## config.mk

```make
export PLATFORM = sky130hd
export DESIGN_NAME = cost_arb_flat
export DESIGN_NICKNAME = d
export VERILOG_FILES = /design/src/rtl/cost_arb_if.sv /design/src/rtl/cost_arb.sv /design/src/flat_wrapper.sv
export SDC_FILE = /design/constraint.sdc
export NUM_CORES = 1
export LEC_CHECK = 0
export BUFFER_PORTS_ARGS = -buffer_cell sky130_fd_sc_hd__clkbuf_2
export CELL_PAD_IN_SITES_DETAIL_PLACEMENT = 1
export CELL_PAD_IN_SITES_GLOBAL_PLACEMENT = 1
export CORE_UTILIZATION = 34
export CTS_CLUSTER_SIZE = 24
export DETAILED_ROUTE_END_ITERATION = 16
export GPL_TIMING_DRIVEN = 1
export PLACE_DENSITY_LB_ADDON = 0.1
export SETUP_SLACK_MARGIN = 0.5
export SKIP_LAST_GASP = 1
export SLEW_MARGIN = 40
export SYNTH_ARGS = -nofsm -noshare
export SYNTH_HDL_FRONTEND = slang
export SYNTH_SLANG_ARGS = --single-unit
```

## constraint.sdc

```tcl
create_clock -name clk_i -period 2.3 [get_ports clk_i]
set_clock_uncertainty 0.1 [all_clocks]
set_input_delay 0.345 -clock clk_i [delete_from_list [all_inputs] [get_ports clk_i]]
set_output_delay 0.345 -clock clk_i [all_outputs]
set_load 0.03 [all_outputs]
```

## src/rtl/cost_arb_if.sv

```systemverilog
// rtl/cost_arb_if.sv - request/grant and cost-table bundle for cost_arb
interface cost_arb_if #(
    parameter int NREQ = 4
);
    logic [NREQ-1:0]   req;
    logic [NREQ-1:0]   lock;
    logic [3*NREQ-1:0] req_w;
    logic [3*NREQ-1:0] req_j;
    logic [NREQ-1:0]   gnt;
    logic [2:0]        w;
    logic [2:0]        j;
    logic [6:0]        cost;
    logic [NREQ-1:0]   rvalid;
    logic [6:0]        rdata;

    modport master (
        output req, lock, req_w, req_j, cost,
        input  gnt, w, j, rvalid, rdata
    );

    modport slave (
        input  req, lock, req_w, req_j, cost,
        output gnt, w, j, rvalid, rdata
    );
endinterface

```

## src/rtl/cost_arb.sv

```systemverilog
// rtl/cost_arb.sv - round-robin cost-table lookup arbiter with burst lock
// Grants one requester per cycle, drives W/J next cycle, returns Cost two cycles after grant.
module cost_arb #(
    parameter int NREQ     = 4,
    parameter int MAXBURST = 8
) (
    input  logic      clk_i,
    input  logic      rst_n_i,
    cost_arb_if.slave bus
);
    localparam int BW = $clog2(MAXBURST + 1);

    typedef enum logic {ARB, BURST} state_e;

    state_e          state_q;
    logic [1:0]      last_q;
    logic [1:0]      owner_q;
    logic [BW-1:0]   bcnt_q;
    logic [BW-1:0]   bcnt_d;
    logic [2:0]      w_q;
    logic [2:0]      j_q;
    logic            tag1_vld_q;
    logic [1:0]      tag1_idx_q;
    logic [NREQ-1:0] rvalid_q;
    logic [6:0]      rdata_q;

    logic            gnt_vld;
    logic [1:0]      gnt_idx;
    logic [1:0]      cand;

    always_comb begin
        gnt_vld = 1'b0;
        gnt_idx = owner_q;
        cand    = '0;
        if (state_q == BURST) begin
            gnt_vld = bus.req[owner_q];
        end else begin
            // descending scan: the last hit is the nearest requester above last_q
            for (int k = NREQ; k >= 1; k--) begin
                cand = last_q + 2'(k);
                if (bus.req[cand]) begin
                    gnt_vld = 1'b1;
                    gnt_idx = cand;
                end
            end
        end
    end

    assign bcnt_d     = bcnt_q + BW'(1);
    assign bus.gnt    = (gnt_vld && rst_n_i) ? (NREQ'(1) << gnt_idx) : '0;
    assign bus.w      = w_q;
    assign bus.j      = j_q;
    assign bus.rvalid = rvalid_q;
    assign bus.rdata  = rdata_q;

    always_ff @(posedge clk_i or negedge rst_n_i) begin
        if (!rst_n_i) begin
            state_q    <= ARB;
            last_q     <= 2'd3;
            owner_q    <= '0;
            bcnt_q     <= '0;
            w_q        <= '0;
            j_q        <= '0;
            tag1_vld_q <= 1'b0;
            tag1_idx_q <= '0;
            rvalid_q   <= '0;
            rdata_q    <= '0;
        end else begin
            if (gnt_vld) begin
                last_q <= gnt_idx;
                w_q    <= bus.req_w[3*gnt_idx +: 3];
                j_q    <= bus.req_j[3*gnt_idx +: 3];
            end
            tag1_vld_q <= gnt_vld;
            tag1_idx_q <= gnt_idx;
            // stage 2 of the tag pipeline is the response strobe itself
            rvalid_q   <= tag1_vld_q ? (NREQ'(1) << tag1_idx_q) : '0;
            if (tag1_vld_q) begin
                rdata_q <= bus.cost;
            end

            case (state_q)
                ARB: begin
                    if (gnt_vld && bus.lock[gnt_idx] && (MAXBURST > 1)) begin
                        state_q <= BURST;
                        owner_q <= gnt_idx;
                        bcnt_q  <= BW'(1);
                    end
                end
                BURST: begin
                    if (!bus.req[owner_q]) begin
                        state_q <= ARB;
                        bcnt_q  <= '0;
                    end else if (!bus.lock[owner_q] || (bcnt_d == BW'(MAXBURST))) begin
                        state_q <= ARB;
                        bcnt_q  <= '0;
                    end else begin
                        bcnt_q  <= bcnt_d;
                    end
                end
                default: state_q <= ARB;
            endcase
        end
    end
endmodule

```

## src/flat_wrapper.sv

```systemverilog
// flat-port wrapper written by rule: the top's interface ports become plain ports
module cost_arb_flat 
#(
    parameter int NREQ     = 4,
    parameter int MAXBURST = 8
)
  (clk_i, rst_n_i, bus_req, bus_lock, bus_req_w, bus_req_j, bus_cost, bus_gnt, bus_w, bus_j, bus_rvalid, bus_rdata);
  cost_arb_if #(.NREQ(NREQ)) bus_i ();
  input  logic clk_i;
  input  logic rst_n_i;
  input wire logic [$bits(bus_i.req)-1:0] bus_req;
  input wire logic [$bits(bus_i.lock)-1:0] bus_lock;
  input wire logic [$bits(bus_i.req_w)-1:0] bus_req_w;
  input wire logic [$bits(bus_i.req_j)-1:0] bus_req_j;
  input wire logic [$bits(bus_i.cost)-1:0] bus_cost;
  output wire logic [$bits(bus_i.gnt)-1:0] bus_gnt;
  output wire logic [$bits(bus_i.w)-1:0] bus_w;
  output wire logic [$bits(bus_i.j)-1:0] bus_j;
  output wire logic [$bits(bus_i.rvalid)-1:0] bus_rvalid;
  output wire logic [$bits(bus_i.rdata)-1:0] bus_rdata;
  assign bus_i.req = bus_req;
  assign bus_i.lock = bus_lock;
  assign bus_i.req_w = bus_req_w;
  assign bus_i.req_j = bus_req_j;
  assign bus_i.cost = bus_cost;
  assign bus_gnt = bus_i.gnt;
  assign bus_w = bus_i.w;
  assign bus_j = bus_i.j;
  assign bus_rvalid = bus_i.rvalid;
  assign bus_rdata = bus_i.rdata;
  cost_arb #(.NREQ(NREQ), .MAXBURST(MAXBURST)) u_core (.clk_i(clk_i), .rst_n_i(rst_n_i), .bus(bus_i));
endmodule
```

==> summary.md <==
| Metric | Value |
|---|---|
| Outcome | complete, but fails checks |
| Reg2reg setup slack | -0.24 ns |
| Largest family of logic cells by synthesized area | multiplexers |
| Worst r2r dst | u_core.bus.w[1] |
| Required time worst endpoint | 1.86 ns |
| Hpwl dp | 4.049 mm |
| Area grow syn2layout | 63.46% |
| Final clock period utilization by the worst path | 1.120 |
| Power Density | between 1500 and 2000 nW/um2 |
| Ys flop type | dfrtp_1 |
| P_int | 0.003022 W |
| Syn Nets | 207 |
| Startpoint types | register |
| Number of port buffers | 61 |
| Fmax | around 0.39 GHz |
| Die Ht | 73.88 um |
| Final Hold Fails | 0 |
| Part of the power in combinational logic | 0.714 |
| Hold Crit Class | in2async |
| Clock root buffer | clkbuf_8 |
| Placement Cell Area | ~2300 um2 |
| FF-to-FF path depth | 11 |
| Max-Cap Viols | 0 |
| Area contributors post-synth | dfrtp_1, mux2i_1, mux2_2 |
| CTS Buf Count | 5 |
| Ports | between 60 and 70 |
| CTS tree | yes |
| Post-synth EDFFs | 0 |
| Post-synthesis compound-gate area fraction | 0.1496 |
| Clock Sinks | 29 |
| Simple-gate share of the synthesized area | 0.1467 |
| Cell variety after synth | 48 |
| GPL Wtd Cong | between 0.8 and 0.9 |
| WP buf/inv | 3 |
| Gr ovfl total | 0 |
| Setup crit start | u_core.last_q[1] |
| Mux contribution to synthesized area | 0.2137 |
| CTS max path bufs | 2 |
| Rows | 25 |
| Element type at the critical path end | output pin |
| Fin nets | roughly 310 |
| Period minus WS final | 2.576 ns |
| Stages on the worst setup path | 8 |
| Pre-CTS WS | -0.1108 ns |
| DR pass1 iterations | 4 |
| YS warnings | 0 |
| CP arrival | ~2.1 ns |
| Die width | between 70 and 80 um |
| Seq/Total Area, Yosys | 0.4145 |
| Initial antenna violation count | 0 |
| Synthesized instance count | roughly 170 |
| Sw frac | 0.4228 |
| Flop pwr share | 0.180 |
| Xor/xnor share of the synthesized area | 0.009972 |
| Crit path capture | bus_gnt[0] |
| Cell family with the largest share of critical-path delay | flip-flops |
| Critical path type | reg2out |
| Vias per cell | approximately 5 |
| Die area | approximately 5500 um2 |
| Worst rel slew slack | 0.7322 |
| Clock share of power | 0.106 |
| Post-synth top area cell | dfrtp_1 |
| Post-synthesis register bit count | 29 |
| Pleak | roughly 1.4 nW |
| RSZ-0062 raised after global routing | yes |
| Adder-Cell Fraction of Synth Area | 0.007123 |
| FF-to-FF Start | u_core.last_q[1] |
| Via count | ~1,700 |
| Setup-failing EPs final | 17 |
| Final WS setup | -0.2757 ns |
| Drt wl/cell | 18.50 um |
| CP max FO | 8 |
| Worst IR Drop VDD | ~0.80 mV |
| Failing checks | negative setup slack |
| Post-route cell area | around 2900 um2 |
| Final std cells w/o fill | 340 |
| Total GRT Usage | 0.2452 |
| Max Slew Vio Count | 0 |
| Post-route DRC | 0 |
| Top-count cell post-synth | dfrtp_1 |
| Core area | about 4800 um2 |
| List of most frequent post-synthesis cells | dfrtp_1, nand2_1, mux2i_1, mux2_2, nor2_1 |
| Initial core utilization | 0.3623 |
| NetSw | ~0.0022 W |
| Slew at the pin with the worst max-slew slack | about 0.4 ns |
| Placed insts | between 300 and 400 |
| Max incr delay on CP | just over 0.6 ns |
| Reg clk slew, reported paths | approximately 0.06 ns |
| Share of cells above drive strength 1 | 0.6264 |
| Setup TNS | -3.662 ns |
| Worst-path cell chain | or2b_4, o311ai_4, a21oi_2, a211oi_2, buf_6, inv_8, nor2_4, buf_8 |
| Synth top area share | 0.3846 |
| DRT antenna net count | 0 |
| WL final | roughly 6.3 mm |
| Pwr Total | roughly 0.0052 W |
| First DRT Iteration DRCs | 95 |
| First-pass GRT wire length | 9.715 mm |
| Largest net degree at the start of global routing | 25 |
| Fraction of registers with async set/reset | 1.000 |
| Avg Cell Area, Syn | roughly 11 um2 |
| Slowest CP cell | dfstp_2 |
| Netlist Area Pre-Place | 1757 um2 |
| Vias in the first global route | 1,961 |
| H-tree depth | 2 |
| Clk Latency, worst-skew pair | roughly 0.28 ns |
| Ant. Diodes | 0 |
==> timing repair <==
| action | 4_1_cts | 5_1_grt |
|---|---|---|
| setup endpoints to repair | 20 | 21 |
| pin swaps | 9 | 8 |
| endpoints found under the hold margin | 3 | 0 |
| buffers inserted | 22 | 3 |
| resized for setup | 50 | 14 |
| hold buffers | 1 | 0 |
==> worst reg2reg max path, delay by kind of cell, from the launching register on <==
family                 cells  cell delay, ns
and+or+nand+nor            1            0.31
buffers and inverters      4            0.51
AOI/OAI and AO/OA          4            0.56
muxes                      2            0.38
DFF                        1            0.62
==> flip-flops by register name, indices dropped and copies added (netlist names) <==
name / count
u_core.bus.w: 3
u_core.bus.rdata: 7
u_core.owner_q: 2
u_core.tag1_vld_q: 1
u_core.bcnt_q: 4
u_core.last_q: 2
u_core.bus.rvalid: 4
u_core.tag1_idx_q: 2
u_core.bus.j: 3
u_core.state_q: 1
==> how the worst min path moves through the flow <==
stage | start | to | slack, ns | cells after the start
2_1_floorplan | rst_n_i | u_core.bcnt_q[0] | -0.05 | 0
3_3_place_gp | rst_n_i | u_core.bus.w[0] | 0.11 | 1
3_5_place_dp | rst_n_i | u_core.owner_q[1] | 0.11 | 1
4_1_cts | rst_n_i | u_core.last_q[1] | 0.01 | 1
5_1_grt | rst_n_i | u_core.last_q[1] | 0.06 | 1
6_report | rst_n_i | u_core.last_q[1] | 0.05 | 1
==> cell families (layout without fill, tap and decap cells) <==
logic type / count (synthesis) / after routing
compound gates: 34 / 34
flops: 29 / 29
simple gates: 50 / 50
fa+ha+maj: 1 / 1
buf+inv: 15 / 123
xor+xnor: 2 / 2
mux: 34 / 34
==> cells in the final DEF, fill, tap and decap left out, types with 3 or more instances in the layout <==
master	count
clkbuf_2	57
buf_4	31
dfrtp_1	27
nand2_1	18
mux2i_1	16
mux2_2	13
buf_6	12
o21ai_2	8
clkbuf_8	7
inv_1	6
nor2_1	5
nand2b_1	4
a21oi_1	4
nand4_1	3
nand3_4	3
nor2_4	3
buf_8	3
buf_12	3
==> stage by stage <==
step	utilization	hold slack [ns]
after floorplan	-	-0.05059
after global placement	0.4689	0.1103
after detailed placement	0.4689	0.1106
after CTS	0.5737	0.009647
after global routing	0.5923	0.05514
final	0.5923	0.05136
==> routing by layer <==
metal	vias up	track usage	share of wire
met5	-	0	0
met4	0	0.09615	0.028
met3	15	0.06036	0.052
met2	55	0.4597	0.55
met1	848	0.2608	0.37
li1	819	-	-
==> power groups by stage <==
| stage | clock network, W | registers, W | logic, W |
|---|---|---|---|
| 2_1_floorplan | 0 | 0.00114 | 0.00150 |
| 3_3_place_gp | 0 | 0.000930 | 0.00245 |
| 3_5_place_dp | 0 | 0.000949 | 0.00252 |
| 4_1_cts | 0.000563 | 0.000940 | 0.00336 |
| 5_1_grt | 0.000583 | 0.000971 | 0.00394 |
| 6_report | 0.000553 | 0.000943 | 0.00374 |
==> cell type report <==
class / count / area [um2]
Fill cell: 556 / 1977
Multi-Input combinational cell: 121 / 1127
Timing Repair Buffer: 108 / 782.0
Sequential cell: 29 / 728.2
Clock buffer: 7 / 86.33
Tap cell: 67 / 83.83
Inverter: 7 / 33.78
Clock inverter: 1 / 30.03
Power figures use the tool's default switching activity.
